File: src/rtl/mux2_1_rr_arbiter_if.sv
// Handshake and result bundle between the two requesters and the round-robin
// arbiter that owns the shared registered 2:1 mux.
interface mux2_1_rr_arbiter_if #(
  parameter int CNT_W = 7
);
  logic             valid0;
  logic [1:0]       data_in0;
  logic             ready0;
  logic             valid1;
  logic [1:0]       data_in1;
  logic             ready1;
  logic             selector;
  logic [1:0]       data_out;
  logic             valid_out;
  logic [CNT_W-1:0] grant_cnt0;
  logic [CNT_W-1:0] grant_cnt1;

  modport master (
    output valid0, data_in0, valid1, data_in1,
    input  ready0, ready1, selector, data_out, valid_out, grant_cnt0, grant_cnt1
  );

  modport slave (
    input  valid0, data_in0, valid1, data_in1,
    output ready0, ready1, selector, data_out, valid_out, grant_cnt0, grant_cnt1
  );
endinterface

File: src/rtl/mux2_1_rr_arbiter.sv
// Round-robin arbiter driving the registered 2:1 mux and per-port transfer counters.
// Define ARB_BURST_EN to let a granted port keep the grant for up to BURST_MAX beats.
module mux2_1_rr_arbiter #(
  parameter int BURST_MAX = 4,
  parameter int CNT_W     = 7
) (
  input  logic               clk,
  input  logic               reset_L,
  mux2_1_rr_arbiter_if.slave bus
);

  typedef enum logic [1:0] {
    IDLE   = 2'd0,
    GRANT0 = 2'd1,
    GRANT1 = 2'd2
  } state_t;

  if (BURST_MAX < 1 || BURST_MAX > 15) begin : g_burst_range
    $error("BURST_MAX must be in 1..15");
  end

  state_t           state;
  state_t           state_nxt;
  logic             last;
  logic             take;
  logic             take_port;
  logic [1:0]       data_p0;
  logic             sel_p0;
  logic             vld_p0;
  logic [CNT_W-1:0] cnt0_p0;
  logic [CNT_W-1:0] cnt1_p0;

  // lst is the most recently granted port; on a tie the other port wins
  function automatic state_t arbitrate(input logic v0, input logic v1, input logic lst);
    if (v0 && v1)
      return lst ? GRANT0 : GRANT1;
    else if (v0)
      return GRANT0;
    else if (v1)
      return GRANT1;
    else
      return IDLE;
  endfunction

  assign take      = ((state == GRANT0) && bus.valid0) || ((state == GRANT1) && bus.valid1);
  assign take_port = (state == GRANT1);

`ifdef ARB_BURST_EN
  localparam logic [3:0] BEAT_LAST = 4'(BURST_MAX - 1);

  logic [3:0] beat_cnt;
  logic       hold;

  assign hold = take && (beat_cnt < BEAT_LAST);

  always_ff @(posedge clk or negedge reset_L) begin
    if (!reset_L)
      beat_cnt <= 4'd0;
    else
      beat_cnt <= hold ? beat_cnt + 4'd1 : 4'd0;
  end
`endif

  always_comb begin
    state_nxt = state;
    case (state)
      IDLE:    state_nxt = arbitrate(bus.valid0, bus.valid1, last);
      GRANT0:  state_nxt = arbitrate(bus.valid0, bus.valid1, 1'b0);
      GRANT1:  state_nxt = arbitrate(bus.valid0, bus.valid1, 1'b1);
      default: state_nxt = IDLE;
    endcase
`ifdef ARB_BURST_EN
    if (hold)
      state_nxt = state;
`endif
  end

  always_ff @(posedge clk or negedge reset_L) begin
    if (!reset_L) begin
      state <= IDLE;
      last  <= 1'b1;
    end else begin
      state <= state_nxt;
      if (take)
        last <= take_port;
    end
  end

  // Stage p0: registered mux output and transfer counters
  always_ff @(posedge clk or negedge reset_L) begin
    if (!reset_L) begin
      data_p0 <= 2'b00;
      sel_p0  <= 1'b0;
      vld_p0  <= 1'b0;
      cnt0_p0 <= '0;
      cnt1_p0 <= '0;
    end else begin
      vld_p0 <= take;
      if (take) begin
        data_p0 <= take_port ? bus.data_in1 : bus.data_in0;
        sel_p0  <= take_port;
        if (take_port)
          cnt1_p0 <= cnt1_p0 + {{(CNT_W-1){1'b0}}, 1'b1};
        else
          cnt0_p0 <= cnt0_p0 + {{(CNT_W-1){1'b0}}, 1'b1};
      end
    end
  end

  assign bus.ready0     = (state == GRANT0);
  assign bus.ready1     = (state == GRANT1);
  assign bus.selector   = sel_p0;
  assign bus.data_out   = data_p0;
  assign bus.valid_out  = vld_p0;
  assign bus.grant_cnt0 = cnt0_p0;
  assign bus.grant_cnt1 = cnt1_p0;

endmodule

File: src/flat_wrapper.sv
// flat-port wrapper written by rule: the top's interface ports become plain ports
module mux2_1_rr_arbiter_flat 
#(
  parameter int BURST_MAX = 4,
  parameter int CNT_W     = 7
)
  (clk, reset_L, bus_valid0, bus_data_in0, bus_valid1, bus_data_in1, bus_ready0, bus_ready1, bus_selector, bus_data_out, bus_valid_out, bus_grant_cnt0, bus_grant_cnt1);
  mux2_1_rr_arbiter_if #(.CNT_W(CNT_W)) bus_i ();
  input  logic clk;
  input  logic reset_L;
  input wire logic [$bits(bus_i.valid0)-1:0] bus_valid0;
  input wire logic [$bits(bus_i.data_in0)-1:0] bus_data_in0;
  input wire logic [$bits(bus_i.valid1)-1:0] bus_valid1;
  input wire logic [$bits(bus_i.data_in1)-1:0] bus_data_in1;
  output wire logic [$bits(bus_i.ready0)-1:0] bus_ready0;
  output wire logic [$bits(bus_i.ready1)-1:0] bus_ready1;
  output wire logic [$bits(bus_i.selector)-1:0] bus_selector;
  output wire logic [$bits(bus_i.data_out)-1:0] bus_data_out;
  output wire logic [$bits(bus_i.valid_out)-1:0] bus_valid_out;
  output wire logic [$bits(bus_i.grant_cnt0)-1:0] bus_grant_cnt0;
  output wire logic [$bits(bus_i.grant_cnt1)-1:0] bus_grant_cnt1;
  assign bus_i.valid0 = bus_valid0;
  assign bus_i.data_in0 = bus_data_in0;
  assign bus_i.valid1 = bus_valid1;
  assign bus_i.data_in1 = bus_data_in1;
  assign bus_ready0 = bus_i.ready0;
  assign bus_ready1 = bus_i.ready1;
  assign bus_selector = bus_i.selector;
  assign bus_data_out = bus_i.data_out;
  assign bus_valid_out = bus_i.valid_out;
  assign bus_grant_cnt0 = bus_i.grant_cnt0;
  assign bus_grant_cnt1 = bus_i.grant_cnt1;
  mux2_1_rr_arbiter #(.BURST_MAX(BURST_MAX), .CNT_W(CNT_W)) u_core (.clk(clk), .reset_L(reset_L), .bus(bus_i));
endmodule
File: config.mk
export PLATFORM = sky130hd
export DESIGN_NAME = mux2_1_rr_arbiter_flat
export DESIGN_NICKNAME = d
export VERILOG_FILES = /design/src/rtl/mux2_1_rr_arbiter_if.sv /design/src/rtl/mux2_1_rr_arbiter.sv /design/src/flat_wrapper.sv
export SDC_FILE = /design/constraint.sdc
export NUM_CORES = 1
export LEC_CHECK = 0
export BUFFER_PORTS_ARGS = -buffer_cell sky130_fd_sc_hd__buf_2
export CORE_ASPECT_RATIO = 1.2
export CORE_UTILIZATION = 49
export DETAILED_ROUTE_END_ITERATION = 10
export PLACE_DENSITY_LB_ADDON = 0.12
export SYNTH_ARGS = -nofsm -noshare
export SYNTH_HDL_FRONTEND = slang
export SYNTH_SLANG_ARGS = --single-unit
File: constraint.sdc
create_clock -name clk -period 1.65 [get_ports clk]
set_clock_uncertainty 0.15 [all_clocks]
set_input_delay 0.33 -clock clk [delete_from_list [all_inputs] [get_ports clk]]
set_output_delay 0.33 -clock clk [all_outputs]
set_load 0.02 [all_outputs]
# Word-level counts from Yosys, hierarchy flattened
# Cells that the tools add are included.
# op_classes
add_sub_neg	2
n_mul	0
div	0
magnitude_cmp	0
n_eq_ne	2
shift	0
mux	8
bitwise_logic	1
n_reduce_logical	7
# ops
operator	count
$add A7 B1 Y7 const B	2
$mux W2	7
$pmux W2 S3	1
$reduce_and A2 Y1	2
$logic_and A1 B1 Y1	3
$eq A2 B1 Y1 const B	1
$eq A2 B2 Y1 const B	1
$logic_not A2 Y1	1
$logic_or A1 B1 Y1	1
$not A1 Y1	1
# word_totals
regBits	21
latch_bits	0
ram_bits	0
mem_bits_ro	0
in_bits	8
output_inout_bits	20
word_cells	27
memories	0

# Longest topological paths before layout
# logic_depth
word_depth	4
depth_mapped	4
ltp_nobuf	4

# Least setup slack after synthesis
# Ideal clock, no wire load.
# synth_timing
kind	register to register
start	register u_core.state[1]
end	register u_core.cnt0_p0[2] (netlist: u_core.bus.grant_cnt0[2])
setup_time_ns	0.130
arrival_time_ns	1.115
required_time_ns	1.370
setup_slack_ns	0.255
stages_incl_launch_ff	5
path_buffers	1
synth_period_minus_slack_ns	1.395
cell_sequence	dfrtp_1 -> buf_6 -> nor2b_1 -> nand3_1 -> xnor2_1
# synth_between
elab_chain_cells	4
elab_cells_between_ends	7
cone_classes	eq/ne (2); bitwise (1); reduce/logical (4)
# synth_rtl
item	line_no	rtl
from (decl)	mux2_1_rr_arbiter.sv:22	state_t state;
from (signal assigned)	mux2_1_rr_arbiter.sv:83	state <= state_nxt;
$eq A2 B1 Y1	-	
named net bus_ready0	flat_wrapper.sv:15	output wire logic [$bits(bus_i.ready0)-1:0] bus_ready0;
$logic_and A1 B1 Y1	mux2_1_rr_arbiter.sv:45	assign take = ((state == GRANT0) && bus.valid0) || ((state == GRANT1) && bus.valid1);
$logic_or A1 B1 Y1	mux2_1_rr_arbiter.sv:45	
$reduce_and A2 Y1 (no line)	-	
to (signal assigned)	mux2_1_rr_arbiter.sv:105	cnt0_p0 <= cnt0_p0 + {{(CNT_W-1){1'b0}}, 1'b1};
to (decl)	mux2_1_rr_arbiter.sv:30	logic [CNT_W-1:0] cnt0_p0;
# The timed path passes the listed nets, and every way through them passes these cells.
# A chain may end at the register's enable or synchronous reset.

# Final worst setup path
# layout_timing
start	register u_core.state[0]
end	output bus_ready0
# layout_between
elab_chain_cells	1
# layout_rtl
item	line_no	rtl
$eq A2 B1 Y1	mux2_1_rr_arbiter.sv:110	assign bus.ready0 = (state == GRANT0);
to (decl)	flat_wrapper.sv:15	
# No other way between the ends.

==> flow_summary.toml <==
[routing]
drtAntennaViolNets = 0
wl_um = 1570
routedWlPerCell_um = 12.1
dr.pass1.iters = 4
vias_per_cell = 5.06
drc = 0
initialDrtViolationCount = 8
vias = 658

[floorplanning]
core_area_mm2 = 0.00183
row_count = 17
fp.dieH_um = 50.1
start_util = 0.517
io_pins = 28
die_area_mm2 = 0.00211
die_w_um = 42.1

[yosys]
avgSynthCellArea_um2 = 12.1
ys_ff_latch = 21
synth_area_leaders = "dfrtp_1 53%, xnor2_1 8.3%, nand3b_4 4.2%"
syn_area_um2 = 946
syn_inst = 78
synth_nets = 88
yosys_warnings = 0
synth_seq_area_share = 0.557
yosys.area.top_type = "dfrtp_1"
synth_top_area_frac = 0.529
ys_types = 21

[power]
pwr-share-seq = 0.478
p_int_uw = 1090
power_switching_uw = 729
cellLeakagePower_uw = 0.000611
total_power_uw = 1820
clock_power_share = 0.135
switching_share = 0.401
vdd_drop_max_v = 0.000846
combPwrFrac = 0.387
power.density_mw_per_mm2 = 1580

[grt]
grt_pass1_wl_um = 2730
grt-ovfl-total = 0
grt_usage = 0.169
grt_max_degree = 22
grt_pass1_vias = 622
antenna_found_initial = 0

[finish]
nFillCells = 163
regArea_um2 = 529
finish.utilization = 0.627
syn2layout_area_growth_pct = 21.3
nets = 122
stdcell_count = 130
n_antenna_cell = 0
drive_gt1_frac = 0.360
mostFrequentLayoutCell = "buf_2"
final_cell_mix = "27 x buf_2, 18 x dfrtp_1, 9 x nand2_1, 9 x xnor2_1, 5 x nand3_1"
multiInputGateArea_um2 = 399

[timing]
setup_tns_ps = 0
fin_crit_ps = 1580
fin_crit_sh = 0.959
tightest_slew_ps = 455
slew_violations = 0
max_slew_margin = 0.697
hold_violations = 0
rsz0062_at_grt = "no"
setup_ws_ps = 67.9
fmax_mhz = 632
setup_viol = 0

[worst_setup_path]
critPathArrivalTime_ps = 1100
r2r_cells = 3
path_cells = "nor2b_2 > buf_2"
crit_required_ps = 1170
timing.rr.end = "u_core.bus.grant_cnt0[1]$_DFFE_PN0P_"
r2r-start = "u_core.state[1]$_DFF_PN0_"
endpoint_kind = "output pin"
critPathMaxFanout = 9
cp-startpoint = "u_core.state[0]$_DFF_PN0_"
slowest_delay_ps = 470
crit_type = "flip-flop to output pin"
cp_slowest_cell = "dfrtp_2"
r2r_slack_ps = 240
start_kind = "flip-flop"

[clocking]
clock-root-buffer = "clkbuf_4"
cts.sinks = 21
cts_buffer_depth = 2
cts_tree = "yes"
clkLatencyLatePin_ps = 310
cts.clk_slew.worst_paths_ps = 120
htreeDepth = 1
cts_made_buffers = 3

[place]
pre_cts_ws_ps = 269
port_buffers = 27
dp.cells = 122
hpwlAfterDp_um = 1140
place_congestion = 0.702

[run_status]
outcome = "completed"

[worst_hold_path]
min_from = "bus_valid1"
hold_path_depth = 3
holdPathEnd = "u_core.last$_DFFE_PN1N_"
worstHoldPathType = "input pin to flip-flop"

[run]
maxCapViolCount = 0
power by group through the flow:
stage                     combinational (uW)  sequential, uW  clock [uW]
after global placement                   661             879           0
after floorplan                          317            1020           0
after CTS                                681             878         254
after detailed placement                 674             884           0
after global routing                     767             906         272
final                                    704             868         245
synth_stat cells:
master,count
nand3_1,5
dfrtp_1,20
dfstp_2,1
xnor2_1,9
nand4_1,4
and3_1,2
nand3b_4,2
ha_1,2
and3b_1,1
and4b_1,1
o22a_1,2
buf_6,2
nand4b_1,1
o21a_1,2
o22ai_1,2
and2_1,2
nor2_1,4
mux2_1,1
nor2b_1,3
nand2_1,9
xor2_1,3
kinds of logic after synthesis:
family | share of synthesized area
adders and majority gates | 0.0265
and+or+nand+nor | 0.222
AOI/OAI and AO/OA | 0.0476
xor gates and xnor gates | 0.111
DFF | 0.557
buffers and inverters | 0.0238
muxes | 0.0119
repair_timing:
action / in CTS / in global routing
resized for setup: 3 / 0
hold endpoints to repair: 20 / 0
setup endpoints to repair: 2 / 2
buffers inserted: 0 / 3
hold buffers: 1 / 0
stage by stage:
| stage | hold WS [ps] | instance area [um^2] |
|---|---|---|
| floorplan | -116 | 946 |
| global placement | 159 | 1080 |
| detailed placement | 163 | 1080 |
| CTS | 175 | 1120 |
| global route | 175 | 1150 |
| finish | 179 | 1150 |
state kept, by name, summed over array words and instances (netlist names):
name                   flops
u_core.bus.valid_out       1
u_core.bus.data_out        2
u_core.bus.grant_cnt1      7
u_core.state               2
u_core.bus.grant_cnt0      7
u_core.last                1
u_core.bus.selector        1
metal layers:
layer,part of all wire,vias up,GRT usage
li1,-,335,-
met3,0.048,5,0.0360
met5,0,-,0
met4,0.013,0,0.0781
met1,0.49,297,0.239
met2,0.44,21,0.250
how the worst max path moves through the flow:
| stage | cells after the start | to |
|---|---|---|
| 2_1_floorplan | 4 | u_core.bus.grant_cnt0[2]$_DFFE_PN0P_ |
| 3_3_place_gp | 2 | bus_ready0 |
| 3_5_place_dp | 2 | u_core.bus.grant_cnt0[1]$_DFFE_PN0P_ |
| 4_1_cts | 2 | bus_ready0 |
| 5_1_grt | 2 | bus_ready1 |
| 6_report | 2 | bus_ready0 |
final cells by class:
class,instances,share of cell area
Sequential cell,21,0.461
Clock buffer,3,0.0196
Tap cell,19,0.0207
Timing Repair Buffer,31,0.146
Clock inverter,1,0.00436
Multi-Input combinational cell,55,0.348
worst max-delay path: cells and delay by family (launching register included):
family	cells	cell delay, ps
buf+inv	1	150
flops	1	470
simple gates	1	170
Note: power is estimated with default switching activity, not from simulation.
